--- src/rtl/arbiter_rr_if.sv ---
// Handshake bundle between the round-robin arbiter, its four input FIFOs
// and its four output FIFOs.
interface arbiter_rr_if #(
    parameter int WORD_SIZE = 6
);
    logic [3:0]             fifo_empty_in;
    logic [4*WORD_SIZE-1:0] data_in;
    logic [3:0]             almost_full_in;
    logic [3:0]             pop;
    logic [3:0]             push;
    logic [WORD_SIZE-1:0]   data_out;
    logic                   idle;
    logic [7:0]             word_count;

    modport slave (
        input  fifo_empty_in,
        input  data_in,
        input  almost_full_in,
        output pop,
        output push,
        output data_out,
        output idle,
        output word_count
    );

    modport master (
        output fifo_empty_in,
        output data_in,
        output almost_full_in,
        input  pop,
        input  push,
        input  data_out,
        input  idle,
        input  word_count
    );
endinterface

--- src/rtl/arbiter_rr.sv ---
// Round-robin arbiter/router: pops one word per cycle from four input FIFOs
// and pushes it to the output FIFO selected by the word's destination field.
module arbiter_rr #(
    parameter int WORD_SIZE = 6,
    parameter int DEST_MSB  = WORD_SIZE - 1
) (
    input  logic        clk,
    input  logic        reset_L,
    arbiter_rr_if.slave bus
);

    function automatic logic [3:0] dec2(input logic [1:0] idx);
        logic [3:0] onehot;
        case (idx)
            2'd0:    onehot = 4'b0001;
            2'd1:    onehot = 4'b0010;
            2'd2:    onehot = 4'b0100;
            2'd3:    onehot = 4'b1000;
            default: onehot = 4'b0000;
        endcase
        return onehot;
    endfunction

    logic [3:0]           pop_r;
    logic [1:0]           last_r;
    logic                 valid1_r;
    logic [1:0]           sel1_r;
    logic [3:0]           push_r;
    logic [WORD_SIZE-1:0] data_out_r;
    logic [7:0]           word_count_r;
    logic                 idle_r;

    logic                 grant_s;
    logic [1:0]           grant_idx_s;
    logic [WORD_SIZE-1:0] word1_s;
    logic [1:0]           dest_s;

    assign grant_s = (bus.almost_full_in == 4'b0000) && (bus.fifo_empty_in != 4'b1111);

    // Cyclic scan from last_r+1; walking downwards lets the nearest candidate win.
    always_comb begin
        logic [1:0] cand;
        cand        = 2'd0;
        grant_idx_s = last_r;
        for (int k = 4; k >= 1; k--) begin
            cand        = last_r + 2'(k);
            grant_idx_s = bus.fifo_empty_in[cand] ? grant_idx_s : cand;
        end
    end

    // Word selection: the granted FIFO presents its word one cycle after pop.
    always_comb begin
        word1_s = {WORD_SIZE{1'b0}};
        case (sel1_r)
            2'd0:    word1_s = bus.data_in[0*WORD_SIZE +: WORD_SIZE];
            2'd1:    word1_s = bus.data_in[1*WORD_SIZE +: WORD_SIZE];
            2'd2:    word1_s = bus.data_in[2*WORD_SIZE +: WORD_SIZE];
            2'd3:    word1_s = bus.data_in[3*WORD_SIZE +: WORD_SIZE];
            default: word1_s = {WORD_SIZE{1'b0}};
        endcase
    end

    assign dest_s = word1_s[DEST_MSB -: 2];

    // Stage 0: registered grant and round-robin pointer.
    always_ff @(posedge clk or negedge reset_L) begin
        if (!reset_L) begin
            pop_r  <= 4'b0000;
            last_r <= 2'd3;
        end else if (grant_s) begin
            pop_r  <= dec2(grant_idx_s);
            last_r <= grant_idx_s;
        end else begin
            pop_r  <= 4'b0000;
        end
    end

    // Stage 1: valid bit and source index; last_r names the queue popped this cycle.
    always_ff @(posedge clk or negedge reset_L) begin
        if (!reset_L) begin
            valid1_r <= 1'b0;
            sel1_r   <= 2'd0;
        end else begin
            valid1_r <= |pop_r;
            sel1_r   <= last_r;
        end
    end

    // Stage 2: route to the destination FIFO; data_out holds when nothing is routed.
    always_ff @(posedge clk or negedge reset_L) begin
        if (!reset_L) begin
            push_r       <= 4'b0000;
            data_out_r   <= {WORD_SIZE{1'b0}};
            word_count_r <= 8'd0;
        end else if (valid1_r) begin
            push_r       <= dec2(dest_s);
            data_out_r   <= word1_s;
            word_count_r <= word_count_r + 8'd1;
        end else begin
            push_r       <= 4'b0000;
        end
    end

    // Idle flag: no pending input and an empty pipeline.
    always_ff @(posedge clk or negedge reset_L) begin
        if (!reset_L) begin
            idle_r <= 1'b1;
        end else begin
            idle_r <= (&bus.fifo_empty_in) && !valid1_r &&
                      (push_r == 4'b0000) && (pop_r == 4'b0000);
        end
    end

    assign bus.pop        = pop_r;
    assign bus.push       = push_r;
    assign bus.data_out   = data_out_r;
    assign bus.word_count = word_count_r;
    assign bus.idle       = idle_r;

endmodule

--- src/flat_wrapper.sv ---
// flat-port wrapper written by rule: the top's interface ports become plain ports
module arbiter_rr_flat 
#(
    parameter int WORD_SIZE = 6,
    parameter int DEST_MSB  = WORD_SIZE - 1
)
  (clk, reset_L, bus_fifo_empty_in, bus_data_in, bus_almost_full_in, bus_pop, bus_push, bus_data_out, bus_idle, bus_word_count);
  arbiter_rr_if #(.WORD_SIZE(WORD_SIZE)) bus_i ();
  input  logic clk;
  input  logic reset_L;
  input wire logic [$bits(bus_i.fifo_empty_in)-1:0] bus_fifo_empty_in;
  input wire logic [$bits(bus_i.data_in)-1:0] bus_data_in;
  input wire logic [$bits(bus_i.almost_full_in)-1:0] bus_almost_full_in;
  output wire logic [$bits(bus_i.pop)-1:0] bus_pop;
  output wire logic [$bits(bus_i.push)-1:0] bus_push;
  output wire logic [$bits(bus_i.data_out)-1:0] bus_data_out;
  output wire logic [$bits(bus_i.idle)-1:0] bus_idle;
  output wire logic [$bits(bus_i.word_count)-1:0] bus_word_count;
  assign bus_i.fifo_empty_in = bus_fifo_empty_in;
  assign bus_i.data_in = bus_data_in;
  assign bus_i.almost_full_in = bus_almost_full_in;
  assign bus_pop = bus_i.pop;
  assign bus_push = bus_i.push;
  assign bus_data_out = bus_i.data_out;
  assign bus_idle = bus_i.idle;
  assign bus_word_count = bus_i.word_count;
  arbiter_rr #(.WORD_SIZE(WORD_SIZE), .DEST_MSB(DEST_MSB)) u_core (.clk(clk), .reset_L(reset_L), .bus(bus_i));
endmodule
--- config.mk ---
export PLATFORM = sky130hd
export DESIGN_NAME = arbiter_rr_flat
export DESIGN_NICKNAME = d
export VERILOG_FILES = /design/src/rtl/arbiter_rr_if.sv /design/src/rtl/arbiter_rr.sv /design/src/flat_wrapper.sv
export SDC_FILE = /design/constraint.sdc
export NUM_CORES = 1
export LEC_CHECK = 0
export BUFFER_PORTS_ARGS = -buffer_cell sky130_fd_sc_hd__buf_4
export CAP_MARGIN = 20
export CORE_MARGIN = 8
export CORE_UTILIZATION = 45
export DETAILED_ROUTE_END_ITERATION = 12
export PLACE_DENSITY_LB_ADDON = 0.12
export SYNTH_ARGS = -nofsm -noshare
export SYNTH_HDL_FRONTEND = slang
export SYNTH_SLANG_ARGS = --single-unit
--- constraint.sdc ---
create_clock -name clk -period 1.59 [get_ports clk]
set_input_delay 0.159 -clock clk [delete_from_list [all_inputs] [get_ports clk]]
set_output_delay 0.159 -clock clk [all_outputs]
set_load 0.02 [all_outputs]
# Word-level counts from Yosys, hierarchy flattened
# Index checks and enable logic that the tools add are counted.
[totals]
ff_bits = 28
inputBits = 34
output_inout_bits = 23
word_cells = 52
[op_classes]
add_sub_neg = 4
n_lt_le_gt_ge = 3
n_eq_ne = 10
n_mux = 14
n_reduce_logical = 13
[op_table]
columns = ["op", "count"]
rows = [
  ["$pmux 4 s4", 2],
  ["$pmux 6 s4", 1],
  ["$eq 2x2->1 const B", 6],
  ["$logic_not 4->1", 3],
  ["$lt 2x3->1 const B", 3],
  ["$add 8x1->8 const B", 1],
  ["$mux 4", 2],
  ["$bmux 1 s2", 3],
  ["$eq 2x1->1 const B", 3],
  ["$logic_not 2->1", 3],
  ["$mux 2", 3],
  ["$add 2x2->2 const B", 2],
  ["$logic_and 1x1->1", 4],
  ["$ne 4x4->1 const B", 1],
  ["$reduce_and 4->1", 1],
  ["$reduce_or 4->1", 1],
  ["$mux 1", 3],
  ["$add 2x1->2 const B", 1],
  ["$logic_not 1->1", 1],
]

# Depth between registers and ports, before layout
[depth]
depth_word = 9
depth_mapped = 4
mapped_depth_nobuf = 4

# Worst setup path after synthesis
# No wires, ideal clock.
[synth_timing]
path_type = "reg-to-reg"
startpoint = "register u_core.pop_r[1], in the netlist u_core.bus.pop[1]"
endpoint = "register u_core.idle_r, in the netlist u_core.bus.idle"
t_arrival_ps = 1235
required_ps = 1500
slack_ps = 265
stages_incl_launch_ff = 3
path_buffers = 0
period_less_slack_ps = 1325
cell_sequence = "dfrtp_1 -> or4_1 -> nor4_2"
[synth_between]
elab_chain_cells = 2
[synth_rtl]
columns = ["element", "line", "rtl"]
rows = [
  ["start: declaration", "arbiter_rr.sv:24", "logic [3:0] pop_r;"],
  ["start signal: assignment", "arbiter_rr.sv:71", "pop_r <= dec2(grant_idx_s);"],
  ["$logic_not 4->1", "arbiter_rr.sv:110", "(push_r == 4'b0000) && (pop_r == 4'b0000);"],
  ["$logic_and 1x1->1", "arbiter_rr.sv:110", ""],
  ["end signal: assignment", "arbiter_rr.sv:109", "idle_r <= (&bus.fifo_empty_in) && !valid1_r &&"],
  ["end: declaration", "arbiter_rr.sv:31", "logic idle_r;"],
]
# Every way passes these cells.
# A chain may end at the register's enable or synchronous reset.

# Worst setup path in the final report
[layout_timing]
startpoint = "register u_core.sel1_r[0]"
endpoint = "register u_core.data_out_r[2], in the netlist u_core.bus.data_out[2]"
[layout_between]
elab_chain_cells = 2
word_cells_on_any_way = 5
cone_classes = "eq/ne (3); mux (1); reduce/logical (1)"
[layout_rtl]
columns = ["element", "line", "rtl"]
rows = [
  ["start: declaration", "arbiter_rr.sv:27", "logic [1:0] sel1_r;"],
  ["start signal: assignment", "arbiter_rr.sv:85", "sel1_r <= last_r;"],
  ["$eq 2x2->1 (tied with other cells)", "arbiter_rr.sv:54", "case (sel1_r)"],
  ["$pmux 6 s4 (*)", "arbiter_rr.sv:54", ""],
  ["end signal: assignment", "arbiter_rr.sv:93", "data_out_r <= {WORD_SIZE{1'b0}};"],
  ["end signal: assignment", "arbiter_rr.sv:97", "data_out_r <= word1_s;"],
  ["end: declaration", "arbiter_rr.sv:29", "logic [WORD_SIZE-1:0] data_out_r;"],
]
# Every way passes the cells marked *; elsewhere a longest branch is shown, timed or not.

==> flow_metrics.tcl <==
set metrics [dict create \
    routed_wl_mm 3.041 \
    required_ns 1.81 \
    ys_ff_latch 28 \
    syn_to_final_growth_pct 39.46 \
    viasPerCell 5.202 \
    finalHoldViolations 0 \
    worstPathCellList "mux4_2, mux2_4" \
    synth.top_cell.area_share 0.4859 \
    worstSkewPairLatency_ns 0.32 \
    arrival_ns 1.73 \
    min_period_ns 1.503 \
    dieArea_mm2 0.004829 \
    regToRegSetupSlack_ns 0.09 \
    gp_congestion 0.8142 \
    critPathKind "flop to flop" \
    h-tree-depth 1 \
    final_common_cell "buf_4" \
    max_freq_mhz 665.5 \
    startpoint_type "flop" \
    grt_max_degree 29 \
    maxSlewHeadroom 0.7670 \
    layout_common_cells "buf_4 (57), dfrtp_1 (25), nor2_1 (6), nand2_1 (6), mux4_2 (6)" \
    wire_per_inst_um 16.18 \
    cts_setup_buffers 0 \
    syn_area_mm2 0.001287 \
    reg2reg_from "u_core.sel1_r[0]" \
    fin_nets 193 \
    pre_cts_ws_ns 0.08710 \
    drtIter0Drc 38 \
    antenna_left 0 \
    clkSinkCount 28 \
    core_area_mm2 0.002734 \
    crit_fanout 6 \
    grt_pass1_wl_mm 5.202 \
    post-route-period-util 0.9451 \
    num_rows 19 \
    ir_drop_v 0.0009432 \
    rsz0062_at_grt "false" \
    io_pins 57 \
    worstHoldStart "bus_almost_full_in[2]" \
    avgSynthCellArea_um2 13.14 \
    cts-buffers-inserted 3 \
    holdPathEnd "u_core.bus.pop[0]" \
    fp.dieH_um 69.49 \
    setup_slack_ns 0.08735 \
    overflow 0 \
    ys_types 30 \
    endpoint_kind "flop" \
    portBuffers 56 \
    hpwlAfterDp_mm 2.485 \
    syn_nets 133 \
    skew_ns 0.005725 \
    setup_viol 0 \
    netlist.top_cell.by_area "dfrtp_1" \
    worst_pin_slew_ns 0.3495 \
    yosysSeqAreaShare 0.5471 \
    clkTransAtPathRegs_ns 0.15 \
    hold-path-cell-count 4 \
    critPathMaxStageDelay_ns 0.58 \
    grt_pass1_vias 1115 \
    crit_family "multiplexers" \
    firstDrtPassIters 4 \
    start_util 0.4709 \
    die_w_um 69.49 \
    drc 0 \
    antenna_found_initial 0 \
    status "finished clean" \
    reg2regPathDepth 2 \
    cts_resized 0 \
    gr-usage-all-layers 0.1293 \
    cts_tree "done" \
    diodes 0 \
    final_layout_size_suffix_gt1_frac 0.4968 \
    synthTopCellsByArea "dfrtp_1 (49%), mux4_2 (10%), dfstp_2 (6.1%)" \
    cp_num_buf_inv 0 \
    via_count 978 \
    cts.path.max_buffers 2 \
    tns_ns 0 \
    netlist_instances 98 \
    drv_cap 0 \
    power.density_mw_per_mm2 1436 \
    hold_class "input pin to flop" \
    ys_warn_count 0 \
    cts_root_buf "clkbuf_4" \
    slew_violations 0 \
    p_leak_nw 0.9083 \
    regToRegEndpoint "u_core.bus.data_out[2]" \
    cpMaxStageDelayCell "dfrtp_1" \
]
## logic make-up (layout without fill, tap and decap cells)
kind of cell	Yosys count	after routing	synth area share
flops	28	28	0.5471
mux	12	12	0.1691
compound gates	10	10	0.05054
xor+xnor	7	7	0.04762
buf+inv	6	65	0.02527
fa+ha+maj	1	1	0.009717
simple gates	34	34	0.1506
## synthesized netlist by cell type, drive strengths merged
library cell   n
dfrtp         25
mux2           6
mux4           6
nand2          6
nor2           6
nor2b          5
and3           4
nand4          4
o21ai          4
xnor2          4
buf            3
dfstp          3
inv            3
xor2           3
a21oi          2
nor3           2
nor4           2
or4            2
a21boi         1
ha             1
nand3          1
nor3b          1
o21ba          1
o311a          1
o31ai          1
or2            1
## area by class of cell
| type | count | area, um^2 |
|---|---|---|
| tap | 31 | 38.79 |
| sequential | 28 | 704.4 |
| fill | 217 | 938.4 |
| clock inverter | 1 | 30.03 |
| multi-input combinational | 64 | 550.5 |
| timing repair buffer | 58 | 437.9 |
| inverter | 3 | 11.26 |
| clock buffer | 3 | 22.52 |
## timing repair
| action | in CTS | in global routing |
|---|---|---|
| endpoints found under the setup margin | 0 | 0 |
| hold buffers | 1 | 0 |
| hold endpoints to repair | 25 | 0 |
## routing by layer
| layer | wire length, um | GRT usage |
|---|---|---|
| met1 | 1136 | 0.1361 |
| met2 | 1744 | 0.2449 |
| met3 | 123 | 0.02003 |
| met4 | 36 | 0.05467 |
| met5 | 0 | 0 |
## sequential cells by signal, summed over array words and instances, names as in the netlist
register,count
u_core.bus.data_out,6
u_core.bus.idle,1
u_core.bus.pop,4
u_core.bus.push,4
u_core.bus.word_count,8
u_core.last_r,2
u_core.sel1_r,2
u_core.valid1_r,1
## per-stage QoR
step / cell area [um^2] / cells / hold slack, ns / utilization / power [mW]
finish: 1795 / 188 / 0.1135 / 0.6568 / 2.578
global route: 1795 / 188 / 0.1283 / 0.6568 / 2.738
CTS: 1795 / 188 / 0.1113 / 0.6568 / 2.605
detailed placement: 1733 / 183 / 0.09622 / 0.6339 / 2.145
global placement: 1733 / 183 / 0.09309 / 0.6339 / 2.109
floorplan: 1287 / 98 / -0.1366 / - / 1.748
## how the worst max path moves through the flow
stage | start | to | slack [ns] | depth (start not counted)
final | u_core.sel1_r[0] | u_core.bus.data_out[2] | 0.09 | 2
after global routing | u_core.sel1_r[0] | u_core.bus.data_out[2] | 0.002 | 2
after CTS | u_core.sel1_r[0] | u_core.bus.data_out[2] | 0.07 | 2
after detailed placement | u_core.sel1_r[0] | u_core.bus.data_out[2] | 0.09 | 2
after global placement | u_core.sel1_r[0] | u_core.bus.data_out[3] | 0.12 | 2
after floorplan | u_core.bus.pop[1] | u_core.bus.idle | 0.27 | 2
## worst reg2reg max path: stages (launching register included)
cell and delay (ns):
dfrtp_1 0.58, mux4_2 0.56, mux2_4 0.27
## report_power, final
| group | internal (mW) | total (mW) | switching (mW) |
|---|---|---|---|
| clock network | 0.255 | 0.463 | 0.208 |
| registers | 0.911 | 1.13 | 0.219 |
| logic | 0.546 | 0.985 | 0.439 |
| total | 1.71 | 2.58 | 0.867 |
(Power assumes the default switching activity.)
